===== config.mk =====
export PLATFORM = sky130hd
export DESIGN_NAME = pci_intr_ctrl
export DESIGN_NICKNAME = d
export VERILOG_FILES = /design/src/rtl/pci_intr_pkg.sv /design/src/rtl/pci_intr_throttle.sv /design/src/rtl/pci_intr_ctrl.sv
export SDC_FILE = /design/constraint.sdc
export NUM_CORES = 1
export LEC_CHECK = 0
export BUFFER_PORTS_ARGS = -buffer_cell sky130_fd_sc_hd__buf_2
export CAP_MARGIN = 15
export CORE_ASPECT_RATIO = 1.2
export CORE_UTILIZATION = 51
export DETAILED_ROUTE_END_ITERATION = 6
export GPL_TIMING_DRIVEN = 0
export PLACE_DENSITY = 0.77
export SLEW_MARGIN = 10
export SYNTH_ARGS = -nofsm -noshare
export SYNTH_HDL_FRONTEND = slang
export SYNTH_HIERARCHICAL = 1
export SYNTH_SLANG_ARGS = --single-unit

===== constraint.sdc =====
create_clock -name clk -period 2.34 [get_ports clk]
set_input_delay 0.234 -clock clk [delete_from_list [all_inputs] [get_ports clk]]
set_output_delay 0.234 -clock clk [all_outputs]
set_load 0.01 [all_outputs]

===== src/rtl/pci_intr_pkg.sv =====
// Shared definitions for the PCI interrupt controller: register indices,
// throttle FSM states, response codes and the write-request payload.
package pci_intr_pkg;

    localparam int unsigned ADDR_IDX_W = 3;
    localparam int unsigned ITR_W      = 16;
    localparam int unsigned DATA_W     = 32;

    // Register indices as decoded from address bits [4:2]
    localparam logic [ADDR_IDX_W-1:0] REG_ICR = 3'd0;
    localparam logic [ADDR_IDX_W-1:0] REG_ICS = 3'd1;
    localparam logic [ADDR_IDX_W-1:0] REG_IMS = 3'd2;
    localparam logic [ADDR_IDX_W-1:0] REG_IMC = 3'd3;
    localparam logic [ADDR_IDX_W-1:0] REG_ITR = 3'd4;

    localparam logic [1:0] RESP_OKAY = 2'b00;

    typedef enum logic [1:0] {
        IDLE    = 2'd0,
        ASSERT  = 2'd1,
        HOLDOFF = 2'd2
    } thr_state_e;

    typedef struct packed {
        logic [ADDR_IDX_W-1:0] idx;
        logic [DATA_W-1:0]     bits;
        logic [3:0]            strb;
    } wr_req_t;

    // Expand byte strobes into a per-bit enable mask
    function automatic logic [DATA_W-1:0] strb_to_mask(input logic [3:0] strb);
        logic [DATA_W-1:0] m;
        m = '0;
        for (int i = 0; i < 4; i++) begin
            m[8*i +: 8] = {8{strb[i]}};
        end
        return m;
    endfunction

endpackage


===== src/rtl/pci_intr_throttle.sv =====
// Interrupt rate limiter: turns the pending level into intr_request with a
// programmable hold-off between successive assertions.
module pci_intr_throttle
    import pci_intr_pkg::*;
#(
    parameter int unsigned ITR_SHIFT = 8
) (
    input  logic             clk,
    input  logic             rst,
    input  logic             pending,
    input  logic [ITR_W-1:0] itr,
    output logic             intr_request
);

    localparam int unsigned CNT_W = ITR_W + ITR_SHIFT;

    thr_state_e       state;
    thr_state_e       state_next;
    logic [CNT_W-1:0] cnt;
    logic [CNT_W-1:0] cnt_next;
    logic             req_next;

    // Next-state, hold-off counter and request level
    always_comb begin
        state_next = state;
        cnt_next   = cnt;
        req_next   = 1'b0;
        case (state)
            IDLE: begin
                if (pending) begin
                    state_next = ASSERT;
                end
            end
            ASSERT: begin
                if (!pending) begin
                    if (itr == '0) begin
                        state_next = IDLE;
                    end else begin
                        cnt_next   = CNT_W'(itr) << ITR_SHIFT;
                        state_next = HOLDOFF;
                    end
                end
            end
            HOLDOFF: begin
                cnt_next = cnt - CNT_W'(1);
                if (cnt == CNT_W'(1)) begin
                    state_next = IDLE;
                end
            end
            default: begin
                state_next = IDLE;
            end
        endcase
        req_next = (state_next == ASSERT);
    end

    always_ff @(posedge clk or posedge rst) begin
        if (rst) begin
            state        <= IDLE;
            cnt          <= '0;
            intr_request <= 1'b0;
        end else begin
            state        <= state_next;
            cnt          <= cnt_next;
            intr_request <= req_next;
        end
    end

endmodule


===== src/rtl/pci_intr_ctrl.sv =====
// AXI4-Lite interrupt cause/mask register block feeding a throttled level
// interrupt request toward the PCI top.
module pci_intr_ctrl
    import pci_intr_pkg::*;
#(
    parameter int unsigned NUM_EVENTS = 16,
    parameter int unsigned ITR_SHIFT  = 8
) (
    input  logic                  clk,
    input  logic                  rst,
    input  logic [31:0]           s_awaddr,
    input  logic                  s_awvalid,
    output logic                  s_awready,
    input  logic [31:0]           s_wdata,
    input  logic [3:0]            s_wstrb,
    input  logic                  s_wvalid,
    output logic                  s_wready,
    output logic [1:0]            s_bresp,
    output logic                  s_bvalid,
    input  logic                  s_bready,
    input  logic [31:0]           s_araddr,
    input  logic                  s_arvalid,
    output logic                  s_arready,
    output logic [31:0]           s_rdata,
    output logic [1:0]            s_rresp,
    output logic                  s_rvalid,
    input  logic                  s_rready,
    input  logic [NUM_EVENTS-1:0] event_i,
    output logic                  intr_request
);

    logic [NUM_EVENTS-1:0] cause;
    logic [NUM_EVENTS-1:0] mask;
    logic [ITR_W-1:0]      itr;

    logic                  wr_hs;
    logic                  rd_hs;
    wr_req_t               wr_req;
    logic [ADDR_IDX_W-1:0] rd_idx;

    logic [NUM_EVENTS-1:0] w1c;
    logic [NUM_EVENTS-1:0] ics_set;
    logic [NUM_EVENTS-1:0] ims_set;
    logic [NUM_EVENTS-1:0] imc_clr;
    logic [NUM_EVENTS-1:0] rd_clr;
    logic [ITR_W-1:0]      itr_next;
    logic [31:0]           rd_word;
    logic [NUM_EVENTS-1:0] cause_next;
    logic [NUM_EVENTS-1:0] mask_next;
    logic                  pending;
    logic                  unused_bits;

    assign s_bresp = RESP_OKAY;
    assign s_rresp = RESP_OKAY;

    assign wr_hs = s_awready & s_awvalid & s_wvalid;
    assign rd_hs = s_arready & s_arvalid;

    assign wr_req.idx  = s_awaddr[4:2];
    assign wr_req.bits = s_wdata & strb_to_mask(s_wstrb);
    assign wr_req.strb = s_wstrb;
    assign rd_idx      = s_araddr[4:2];

    // Register write decode, read mux and clear-on-read
    always_comb begin
        w1c      = '0;
        ics_set  = '0;
        ims_set  = '0;
        imc_clr  = '0;
        rd_clr   = '0;
        itr_next = itr;
        rd_word  = '0;
        if (wr_hs) begin
            case (wr_req.idx)
                REG_ICR: w1c     = wr_req.bits[NUM_EVENTS-1:0];
                REG_ICS: ics_set = wr_req.bits[NUM_EVENTS-1:0];
                REG_IMS: ims_set = wr_req.bits[NUM_EVENTS-1:0];
                REG_IMC: imc_clr = wr_req.bits[NUM_EVENTS-1:0];
                REG_ITR: begin
                    if (wr_req.strb[0]) itr_next[7:0]  = wr_req.bits[7:0];
                    if (wr_req.strb[1]) itr_next[15:8] = wr_req.bits[15:8];
                end
                default: ;
            endcase
        end
        case (rd_idx)
            REG_ICR: rd_word = 32'(cause);
            REG_IMS: rd_word = 32'(mask);
            REG_ITR: rd_word = 32'(itr);
            default: rd_word = '0;
        endcase
        if (rd_hs && (rd_idx == REG_ICR)) begin
            rd_clr = cause;
        end
    end

    // Sets win over clears so an event in a clearing cycle survives
    assign cause_next = (cause & ~rd_clr & ~w1c) | ics_set | event_i;
    assign mask_next  = (mask | ims_set) & ~imc_clr;
    assign pending    = |(cause & mask);

    always_ff @(posedge clk or posedge rst) begin
        if (rst) begin
            s_awready <= 1'b0;
            s_wready  <= 1'b0;
            s_bvalid  <= 1'b0;
            s_arready <= 1'b0;
            s_rvalid  <= 1'b0;
            s_rdata   <= '0;
            cause     <= '0;
            mask      <= '0;
            itr       <= '0;
        end else begin
            s_awready <= !s_awready && s_awvalid && s_wvalid && !s_bvalid;
            s_wready  <= !s_awready && s_awvalid && s_wvalid && !s_bvalid;
            if (wr_hs) begin
                s_bvalid <= 1'b1;
            end else if (s_bready) begin
                s_bvalid <= 1'b0;
            end
            s_arready <= !s_arready && s_arvalid && !s_rvalid;
            if (rd_hs) begin
                s_rvalid <= 1'b1;
                s_rdata  <= rd_word;
            end else if (s_rready) begin
                s_rvalid <= 1'b0;
            end
            cause <= cause_next;
            mask  <= mask_next;
            itr   <= itr_next;
        end
    end

    pci_intr_throttle #(
        .ITR_SHIFT (ITR_SHIFT)
    ) u_throttle (
        .clk          (clk),
        .rst          (rst),
        .pending      (pending),
        .itr          (itr),
        .intr_request (intr_request)
    );

    // Undecoded address bits and data bits above the event width
    assign unused_bits = ^{s_awaddr[31:5], s_awaddr[1:0],
                           s_araddr[31:5], s_araddr[1:0], wr_req.bits};

endmodule


After elaboration in Yosys (flattened, before gate mapping):

Index checks and enable logic that the tools add are counted.

* flip-flop bits (word level): 111
* input port bits: 123
* output and inout bits: 42
* word-level logic and storage cells: 82

* add/subtract/negate cells: 1
* equal/unequal tests: 12
* muxes and demuxes: 22
* bitwise gates (word level): 14
* reduce and logical (&&, ||, !) cells: 21

Operators with widths (count)
* 16-bit two-way mux: 9
* 16-bit bitwise AND: 5
* 24-bit two-way mux: 2
* 16-bit NOT: 3
* 16-bit OR: 3
* 16-bit one-hot mux with 3 select lines: 1
* 24-bit one-hot mux with 2 select lines: 1
* 24-bit by 1-bit equality test with 1-bit output, second input constant: 1
* 24-bit by 1-bit subtractor with 24-bit output, second input constant: 1
* 16-bit zero test: 1
* 16-bit OR reduction: 1
* 3-bit by 2-bit equality test with 1-bit output, second input constant: 3
* 3-bit AND reduction: 3
* 2-bit two-way mux: 4
* 3-bit equality test, second input constant: 2
* 1-bit logical AND: 6
* 3-bit zero test: 2
* 2-bit one-hot mux with 3 select lines: 1
* 2-bit nonzero test: 3
* 2-bit by 1-bit equality test with 1-bit output, second input constant: 2
* 1-bit zero test: 4
* 1-bit two-way mux: 4
* 2-bit inequality test, second input constant: 2
* 1-bit bitwise AND: 3
* other kinds (3): 3

Logic depth before layout (Yosys ltp):

Gate-level depths: netlist (run 1).

* word-level depth: 8
* mapped depth: 10
* gate-level depth less buffers: 8

Cells and area by module:

The synthesis (run 1) kept the hierarchy.

Modules (own cells, without submodules)
* pci_intr_ctrl: times used 1, cells an instance 310, area an instance 3508.4 um^2, seq. area each 1701.6 um^2
* pci_intr_throttle: times used 1, cells an instance 169, area an instance 1561.5 um^2, seq. area each 675.6 um^2

Worst setup path before layout (run 1):

Ideal clock, no wire load.

* path type: reg-to-reg
* start point: register cause[11]
* end point: register u_throttle.cnt[17]
* library setup time: 0.126 ns
* arrival time: 1.865 ns
* data required time: 2.214 ns
* path slack: 0.349 ns
* stages on the path, launching flop included: 11
* path buffers: 2
* clock period less this slack: 1.991 ns
* cell sequence: dfrtp_1 a22o_1 a221oi_1 nand4_1 nor2_1 nand2_1 or2_2 buf_2 buf_2 o32ai_1 nor2_1

* longest elaborated chain between the ends: 4

Ends and longest elaborated chain
* start: declaration: line pci_intr_ctrl.sv:32 `logic [NUM_EVENTS-1:0] cause;`
* start signal: assignment: line pci_intr_ctrl.sv:128 `cause <= cause_next;`
* 16-bit bitwise AND: line pci_intr_ctrl.sv:100 `assign pending = |(cause & mask);`
* 16-bit OR reduction: line pci_intr_ctrl.sv:100
* net pending: line pci_intr_ctrl.sv:50 `logic pending;`
* 2-bit inequality test (no source line)
* 3-bit AND reduction (no source line)
* end signal: assignment: line pci_intr_throttle.sv:64 `cnt <= cnt_next;`
* end: declaration: line pci_intr_throttle.sv:19 `logic [CNT_W-1:0] cnt;`

The timed path passes the listed nets, and every way through them passes these cells.
A chain may end at the register's enable or synchronous reset.

Worst setup path in the final report (run 1):

* start point: register cause[11]
* end point: register u_throttle.cnt[12]

The elaborated chain is that of the path after synthesis.

==> results.ini, run 1 <==
[status]
outcome=finished clean

[critical_path]
cp.arrival_ps=2530
worstSetupStartpoint=cause[11]
cp_max_fo=10
required_ps=2600
rr_startpoint=cause[11]
r2r_end=u_throttle/cnt[12]
startpoint_type=flop
critPathKind=reg2reg
end_kind=flop
endpoint=u_throttle/cnt[12]
r2r_setup_slack_ps=70
reg2reg_depth=9

[floorplanning]
dieHeight_um=111
die_w_um=93.0
core-area_mm2=0.00961
rows=39
boundaryPins=165
dieArea_mm2=0.0103
start_util_pct=52.7

[final_layout]
final_common_cell=dfrtp_1
drive_above_1_share_pct=28.1
final_cell_mix=dfrtp_1 (95), buf_2 (75), a31oi_1 (31), buf_4 (27), nor2_1 (27)
diodes=0
fin_area_mm2=0.00602
syn2layout_area_growth_pct=18.7
nNetsFinal=698

[timing]
finalSetupTns_ps=0
fmax_mhz=440
relSlewSlack_pct=44.6
period_share_pct=97.2
hold_violations=0
rsz0062_at_grt=yes
worst_slew_pin_slew_ps=832
skew_ps=7.41
period_needed_ps=2270
setup_violations=0
final_max_slew_viol_count=0
holdWs_ps=74.7
layout_setup_ws_ps=66.7

[power_and_ir_drop]
power_density_mw_per_mm2=775
peakVddDrop_mv=0.493
power.total_mw=4.66
leakage_nw=2.80

[clock_tree]
cts_buffers=9
cts.clk_slew.worst_paths_ps=60
cts_tree=yes
clkLatencyLatePin_ps=340
cts_root_buf=clkbuf_16
clock_sinks=95
htreeDepth=3
cts_buffer_depth=2

[drt]
dr.pass1.iters=4
wirelength_mm=12.9
drc=0
viasPerCell=6.06
vias=4240
postRouteAntennaNets=0
wl_per_cell_um=18.4
dr.first_iter.drc_count=219

[synthesis]
synth_top_family_by_area=compound AO/OA/AOI/OAI gates
postSynthAreaPerCell_um2=10.6
ys_seq_elements=95
synthSimpleGateAreaFrac_pct=14.8
synth_area_mm2=0.00507
yosys_warnings=6
ys_seq_area_share_pct=46.9
synth_top_flop_cell=dfrtp_1
synthAdderAreaFrac_pct=0.494
ys_types=58
synth_compound_area_share_pct=22.2
muxShareOfSynthArea_pct=7.11
synth_edf_count=0
async_flop_share_pct=100
synthXorXnorAreaFrac_pct=1.21
syn_inst=479

[place]
dpl_cell_area_mm2=0.00561
portBuffers=63
globalplace.congestion=0.873
hpwlAfterDp_mm=9.72
pre_cts_slack_ps=-142

[grt]
grt_pass1_vias=4220
grt_max_degree=69
grt_pass1_wl_mm=21.3
gr-usage-all-layers_pct=26.7
grt.overflow.total=0
antenna_found_initial=0

[flow_run]
drv_cap=0

[min_path]
hp-class=in2reg

[critical path, stage by stage, from the launching register on]
cell,delay [ps]
dfrtp_1,410
a22o_1,310
a221oi_2,220
nand4_1,220
nor2_1,170
nand2_1,170
nor2_4,250
clkbuf_2,280
nand2_1,80
o211ai_1,80
[per-layer routing]
layer | track usage, % | wire length (um) | up-vias
met4 | 11.9 | 324 | 0
li1 | - | - | 2005
met3 | 4.39 | 670 | 23
met5 | 0 | 0 | -
met1 | 33.2 | 5190 | 2058
met2 | 45.0 | 6730 | 154
[through the flow]
| step | util (%) | cells |
|---|---|---|
| after detailed placement | 58.4 | 684 |
| after global routing | 62.6 | 700 |
| after global placement | 58.4 | 684 |
| after CTS | 61.9 | 699 |
| after floorplan | - | 498 |
| final | 62.6 | 700 |
[synth_stat cells, types with 2 or more instances]
cell type	number	area share, %
and3_1	16	2.0
nand3_1	11	1.1
nand4_1	3	0.37
o2bb2ai_1	16	2.8
a221oi_1	5	0.86
a41oi_1	15	2.6
nand2_1	10	0.74
a22o_1	20	3.5
mux2i_1	18	3.6
xnor2_1	5	0.86
ha_1	2	0.49
inv_1	9	0.67
buf_4	26	3.9
a21oi_1	6	0.59
and4_1	4	0.69
o31ai_1	18	2.7
a211oi_2	2	0.49
o21ai_1	5	0.49
a31oi_1	31	3.8
nor3_4	2	0.64
nor2_1	27	2.0
nor4_2	2	0.49
clkbuf_1	11	0.81
xor2_1	2	0.35
nand3_2	2	0.39
o21ai_0	24	2.4
nor4_1	7	0.86
dfrtp_1	95	47
nor3_1	13	1.3
nand3b_1	2	0.30
a211oi_1	5	0.74
o22ai_1	2	0.25
mux2_2	16	3.6
clkbuf_2	2	0.20
or3_4	4	0.89
nor2b_1	5	0.62
o32ai_1	2	0.35
buf_2	14	1.4
[sequential cells by signal, indices dropped and copies added, names as in the netlist]
name,flops
cause,16
u_throttle/state,2
s_wready,1
s_bvalid,1
s_rvalid,1
s_arready,1
itr,16
u_throttle/intr_request,1
u_throttle/cnt,24
mask,16
s_rdata,16
[cell type report]
class	instances	area, um2
Fill cell	791	3590
Multi-Input combinational cell	339	2440
Sequential cell	95	2380
Timing Repair Buffer	66	360
Buffer	53	323
Clock buffer	12	267
Tap cell	123	154
Clock inverter	3	65.1
Inverter	9	36.3
[cells by family (layout without fill, tap and decap cells)]
| family | count (synthesis) | in the layout |
|---|---|---|
| DFF | 95 | 95 |
| AOI/OAI and AO/OA | 155 | 155 |
| adders and majority gates | 2 | 2 |
| buffers and inverters | 64 | 143 |
| other | 1 | 20 |
| muxes | 34 | 34 |
| xor gates and xnor gates | 7 | 7 |
| and+or+nand+nor | 121 | 121 |
[power breakdown]
part	switching, mW	internal, mW
sequential	0.221	1.85
combinational	0.547	0.433
clock	0.598	1.02
total	1.37	3.30
[timing repair]
item | 4_1_cts | 5_1_grt
pin swaps | 1 | 1
setup buffers | 1 | 0
setup endpoints to repair | 18 | 23
gates resized for setup | 2 | 6
hold endpoints to repair | 0 | 10
hold buffers | 0 | 1
[worst min-delay path by stage]
stage	start	end	slack (ps)	depth (start not counted)
after CTS	s_bready	s_bvalid	70	2
final	s_bready	s_bvalid	70	2
after global routing	s_bready	s_bvalid	60	2
after global placement	s_rready	s_rvalid	430	2
after detailed placement	s_bready	s_bvalid	430	2
after floorplan	rst	u_throttle/cnt[0]	290	1
Note: power is estimated with default switching activity, not from simulation.
==> run 2, diff against run 1 <==
REMOVE_ABC_BUFFERS = 1   (was default)
==> results.ini, run 2 (synthesis gave the netlist of run 1 again) <==
[clock_tree]
cts_buffers=9  ; unchanged
clock_sinks=95  ; unchanged
cts_root_buf=clkbuf_16
clkLatencyLatePin_ps=340  ; about the same
cts.clk_slew.worst_paths_ps=60  ; about the same
cts_buffer_depth=2  ; unchanged
cts_tree=yes
htreeDepth=3  ; unchanged

[final_layout]
seq_area_mm2=0.00238  ; unchanged
regMostFlops=u_throttle/cnt
n_fill_cell=776  ; -1.9%
final_common_cell=dfrtp_1
diodes=0  ; unchanged
nNetsFinal=657  ; -5.9%
final_cell_mix=dfrtp_1 (95), buf_2 (68), a31oi_1 (31), nor2_1 (27), o21ai_0 (24)
drive_above_1_share_pct=25.0  ; -3.1 points
postLayoutCoreUtil_pct=60.2  ; -2.4 points
multi_input_area_mm2=0.00246  ; +0.82%
final_cells=660  ; -5.7%
largest_reg_flops=24  ; unchanged
syn2layout_area_growth_pct=14.1

[floorplanning]
core-area_mm2=0.00961  ; unchanged
rows=39  ; unchanged
dieHeight_um=111  ; unchanged
boundaryPins=165  ; unchanged
dieArea_mm2=0.0103  ; unchanged
start_util_pct=52.7  ; unchanged
die_w_um=93.0  ; unchanged

[min_path]
holdPathStages=2  ; unchanged
hold_end=s_bvalid
worstHoldStart=s_bready
hp-class=in2reg

[grt]
grt_max_degree=67  ; -2.9%
grt_pass1_wl_mm=20.7  ; -2.8%
gr-usage-all-layers_pct=25.5  ; -1.2 points
grt_pass1_vias=4145  ; -1.8%
grt.overflow.total=0  ; unchanged
antenna_found_initial=0  ; unchanged

[critical_path]
critPathMaxStageDelay_ps=400  ; about the same
cp.arrival_ps=2430  ; -100 ps
r2r_end=u_throttle/cnt[21]
crit_buf_inv=0  ; -1
cpLargestDelayFamily=simple AND/OR/NAND/NOR gates
required_ps=2540  ; -60 ps
crit_slowest_cell=dfrtp_1
r2r_setup_slack_ps=110  ; +40 ps
startpoint_type=flop
cp_cell_sequence=a22o_1 > a221oi_1 > nand4_1 > nor2_1 > nand2_1 > or2_4 > o22ai_1 > a21oi_1
reg2reg_depth=8  ; -1
end_kind=flop
rr_startpoint=cause[10]
critPathKind=reg2reg
cp_max_fo=17  ; +7

[place]
hpwlAfterDp_mm=8.37  ; -14%
globalplace.congestion=0.843  ; -3.4%
dp_cells=638  ; -6.7%
pre_cts_slack_ps=-193  ; -51.2 ps
portBuffers=68  ; +7.9%

[drt]
wirelength_mm=12.7  ; -1.5%
postRouteAntennaNets=0  ; unchanged
wl_per_cell_um=19.3  ; +4.5%
dr.pass1.iters=6  ; +2
drc=0  ; unchanged
vias=4211  ; -0.68%
viasPerCell=6.38  ; +5.3%
dr.first_iter.drc_count=283  ; +29%

[timing]
hold_violations=0  ; unchanged
setup_violations=0  ; unchanged
period_share_pct=95.3  ; -1.8 points
rsz0062_at_grt=yes
worst_slew_pin_slew_ps=1010  ; +178 ps
final_max_slew_viol_count=0  ; unchanged
relSlewSlack_pct=32.6  ; -12 points
layout_setup_ws_ps=110  ; +43.0 ps
skew_ps=7.40  ; -0.0133 ps
period_needed_ps=2230  ; -43.0 ps
fmax_mhz=448  ; +1.9%
finalSetupTns_ps=0  ; unchanged

[power_and_ir_drop]
peakVddDrop_mv=0.471  ; -4.5%
leakage_nw=2.61  ; -6.6%
power.total_mw=4.44  ; -4.8%
power_density_mw_per_mm2=768  ; -0.91%

[flow_run]
drv_cap=0  ; unchanged

[status]
outcome=finished clean

[run 2: cell types whose count changed in the layout (fill, tap and decap cells not counted), moves of 3 or more]
cell | previous run | this run
buf_4 | 27 | 3
clkbuf_1 | 10 | 2
buf_2 | 75 | 68
clkbuf_2 | 3 | 0
[run 2: how the worst max path moves through the flow]
| stage | cells after the start | endpoint | start | slack [ps] |
|---|---|---|---|---|
| after floorplan | 1 | cause[0] | rst | 390 |
| after global placement | 3 | s_rdata[5] | s_arready | -460 |
| after detailed placement | 8 | u_throttle/cnt[10] | cause[12] | -190 |
| after CTS | 8 | u_throttle/cnt[22] | cause[11] | 40 |
| after global routing | 8 | u_throttle/cnt[22] | cause[10] | -50 |
| final | 8 | u_throttle/cnt[21] | cause[10] | 110 |
[run 2: metrics by stage]
step	area, um2	hold slack (ps)
after global placement	5300	420
after floorplan	4810	287
after global routing	5780	75.0
after detailed placement	5390	118
final	5780	64.6
after CTS	5700	62.8
[run 2: area by class of cell]
class                   instances  share of cell area (%)
multi-input cells             339                    42.5
flip-flops and latches         95                    41.1
repair buffers                 78                    8.18
clock buffers                  14                    4.74
well taps                     123                    2.66
inverters                       9                   0.627
clock inverters                 2                   0.238
[run 2: timing repair]
| action | in CTS | in global routing |
|---|---|---|
| endpoints found under the setup margin | 17 | 28 |
| setup buffers | 0 | 4 |
| pin swaps | 0 | 2 |
| endpoints found under the hold margin | 2 | 0 |
| hold buffers | 1 | 0 |
| gates resized for setup | 4 | 6 |
[run 2: power by group]
part           internal, mW  switching [mW]
Sequential             1.85           0.214
Combinational         0.414           0.552
Clock                 0.809           0.604
[run 2: metal layers]
| metal | routed length [um] | GRT usage, % | up-vias |
|---|---|---|---|
| met2 | 6560 | 42.6 | 172 |
| li1 | - | - | 1923 |
| met3 | 626 | 2.95 | 29 |
| met1 | 5190 | 32.5 | 2087 |
| met4 | 334 | 12.6 | 0 |
| met5 | 0 | 0 | - |
==> run 3, diff against run 2 <==
ABC_AREA = 1   (was default)
CORE_UTILIZATION = 52   (was 51)
PLACE_DENSITY = 0.78   (was 0.77)
RECOVER_POWER = 50   (was default)
SYNTH_HIERARCHICAL = default   (was 1)
==> results.ini, run 3 <==
[drt]
wl_per_cell_um=15.2  ; -21%
dr.pass1.iters=6  ; unchanged
vias=4886  ; +16%
dr.first_iter.drc_count=402  ; +42%
drc=0  ; unchanged
postRouteAntennaNets=0  ; unchanged
wirelength_mm=13.2  ; +3.7%
viasPerCell=5.64  ; -12%

[final_layout]
largest_reg_flops=24  ; unchanged
diodes=0  ; unchanged
nNetsFinal=864  ; +32%
final_common_cell=nand2_1
syn2layout_area_growth_pct=11.8
regMostFlops=u_throttle.cnt
n_fill_cell=874  ; +13%
final_cell_mix=nand2_1 (184), dfrtp_1 (95), inv_1 (70), nor2_1 (54), o21ai_0 (54)
final_cells=867  ; +31%
drive_above_1_share_pct=10.8  ; -14 points

[timing]
setup_violations=0  ; unchanged
rsz0062_at_grt=no
fmax_mhz=468  ; +4.5%
hold_violations=0  ; unchanged
layout_setup_ws_ps=205  ; +95.7 ps
period_share_pct=91.2  ; -4.1 points
period_needed_ps=2130  ; -95.7 ps
final_max_slew_viol_count=0  ; unchanged
skew_ps=7.77  ; +0.379 ps
holdWs_ps=67.6  ; +2.98 ps
worst_slew_pin_slew_ps=1430  ; +420 ps
relSlewSlack_pct=4.57  ; -28 points

[clock_tree]
cts_tree=yes
cts_resized=0  ; -4
htreeDepth=3  ; unchanged
clkLatencyLatePin_ps=340  ; about the same
cts_root_buf=clkbuf_16
cts_buffer_depth=2  ; unchanged
cts_buffers=9  ; unchanged
cts.clk_slew.worst_paths_ps=70  ; about the same
clock_sinks=95  ; unchanged

[synthesis]
synth_edf_count=0  ; unchanged
ys_types=28  ; -52%
ys_seq_elements=95  ; unchanged
async_flop_share_pct=100  ; unchanged
synthTopCellsByCount=nand2_1 (184), dfrtp_1 (95), inv_1 (70)
synth_area_mm2=0.00519  ; +2.5%
syn_inst=682  ; +42%
synth_top_flop_cell=dfrtp_1
synthMostInstantiatedCell=nand2_1
ys_seq_area_share_pct=45.8  ; -1.1 points
yosys_warnings=0  ; -6
yosysTopAreaCell=dfrtp_1
yosys-top-cells-area=dfrtp_1 (46%), nand2_1 (13%), o21ai_0 (5.2%)
postSynthAreaPerCell_um2=7.62  ; -28%
synth_top_area_share_pct=45.8  ; -1.1 points

[floorplanning]
dieArea_mm2=0.0104  ; +0.49%
rows=39  ; unchanged
boundaryPins=165  ; unchanged
dieHeight_um=111  ; +0.24%
die_w_um=93.2  ; +0.25%
start_util_pct=54.0  ; +1.3 points
core-area_mm2=0.00961  ; unchanged

[place]
globalplace.congestion=0.913  ; +8.3%
portBuffers=68  ; unchanged
pre_cts_slack_ps=195  ; +388 ps
dp_cells=850  ; +33%
hpwlAfterDp_mm=8.96  ; +7.1%

[critical_path]
crit_slowest_cell=nor2_4
cp_cell_sequence=inv_2 > nor2_8 > inv_2 > nand2_2 > nand2_2 > nor2_4 > nand3_1 > nand2_1
critPathKind=reg2reg
end_kind=flop
required_ps=2620  ; +80 ps
critPathMaxStageDelay_ps=490  ; +90 ps
startpoint_type=flop
cp.arrival_ps=2420  ; about the same
cp_max_fo=28  ; +11

[grt]
grt-busiest-layer=met2
gr-usage-all-layers_pct=27.4  ; +1.9 points
grt.overflow.total=0  ; unchanged
grt_pass1_wl_mm=22.3  ; +8.1%
grtUsageMet1_pct=35.3  ; +2.8 points
grt_max_degree=62  ; -7.5%
grt_pass1_vias=4717  ; +14%
antenna_found_initial=0  ; unchanged
grtUsageMet2_pct=45.7  ; +3.1 points
met3_usage_pct=4.37  ; +1.4 points

[power_and_ir_drop]
internal_power_mw=3.52  ; +15%
power.share.switching_pct=41.1  ; +10 points
seqPwrFrac_pct=39.2  ; -7.2 points
pwr-share-comb_pct=35.7  ; +14 points
leakage_nw=2.71  ; +3.6%
switching_power_mw=2.46  ; +79%
peakVddDrop_mv=0.460  ; -2.3%
power_density_mw_per_mm2=1030  ; +34%
clkPwrFrac_pct=25.2  ; -6.6 points

[flow_run]
drv_cap=0  ; unchanged

[status]
outcome=finished clean

[min_path]
hp-class=in2reg

run 3: stage by stage:
stage / TNS, ps / util [%] / total power [mW] / cell area [um2]
final: 0 / 60.4 / 5.98 / 5810
after global routing: 0 / 60.4 / 6.42 / 5810
after detailed placement: 0 / 57.5 / 4.49 / 5530
after CTS: 0 / 60.7 / 6.00 / 5840
after global placement: -141050 / 57.2 / 4.37 / 5500
after floorplan: -35250 / - / 3.87 / 5000
run 3: routing by layer:
metal | part of all wire, % | wire length [um]
met5 | 0 | 0
met4 | 2.3 | 305
met3 | 6.2 | 811
met2 | 50 | 6580
met1 | 42 | 5490
run 3: worst max-delay path, delay by kind of cell, from the launching register on:
family                 cells  cell delay, ps
and+or+nand+nor            6            1280
DFF                        1             440
buffers and inverters      2             340
run 3: what timing repair did:
action                                  4_1_cts  5_1_grt
buffers inserted                              0        0
endpoints found under the setup margin        0        0
hold buffers                                  1        0
hold endpoints to repair                     34        0
run 3: cell type report:
class	instances	area (um2)	share of cell area [%]
Tap cell	123	154	2.65
Sequential cell	95	2380	40.9
Timing Repair Buffer	70	350	6.03
Clock buffer	11	243	4.18
Multi-Input combinational cell	487	2340	40.3
Inverter	76	285	4.91
Clock inverter	5	56.3	0.970
run 3: logic make-up after synthesis:
logic type,after synthesis,synth area share (%)
buffers and inverters,119,10.5
and+or+nand+nor,311,25.3
xor gates and xnor gates,4,0.674
adders and majority gates,2,0.482
DFF,95,45.8
other,1,0.0722
AOI/OAI and AO/OA,150,17.1
run 3: power by group through the flow:
stage          logic [mW]  clock network, mW  registers (mW)
3_3_place_gp         2.04                  0            2.34
4_1_cts              2.15               1.52            2.33
5_1_grt              2.44               1.59            2.39
3_5_place_dp         2.13                  0            2.36
2_1_floorplan        1.55                  0            2.32
6_report             2.13               1.50            2.34
run 3: final timing paths:
kind | from | to | slack [ps] | cells after the start
worst min register to register | s_bvalid | s_wready | 470 | 1
min in group asynchronous | rst | u_throttle.cnt[3] | 850 | 3
worst max-delay path | u_throttle.state[1] | u_throttle.cnt[23] | 210 | 8
worst max register to register | u_throttle.state[1] | u_throttle.cnt[23] | 210 | 8
max in group asynchronous | rst | mask[12] | 540 | 4
worst min-delay path | s_bready | s_bvalid | 70 | 2
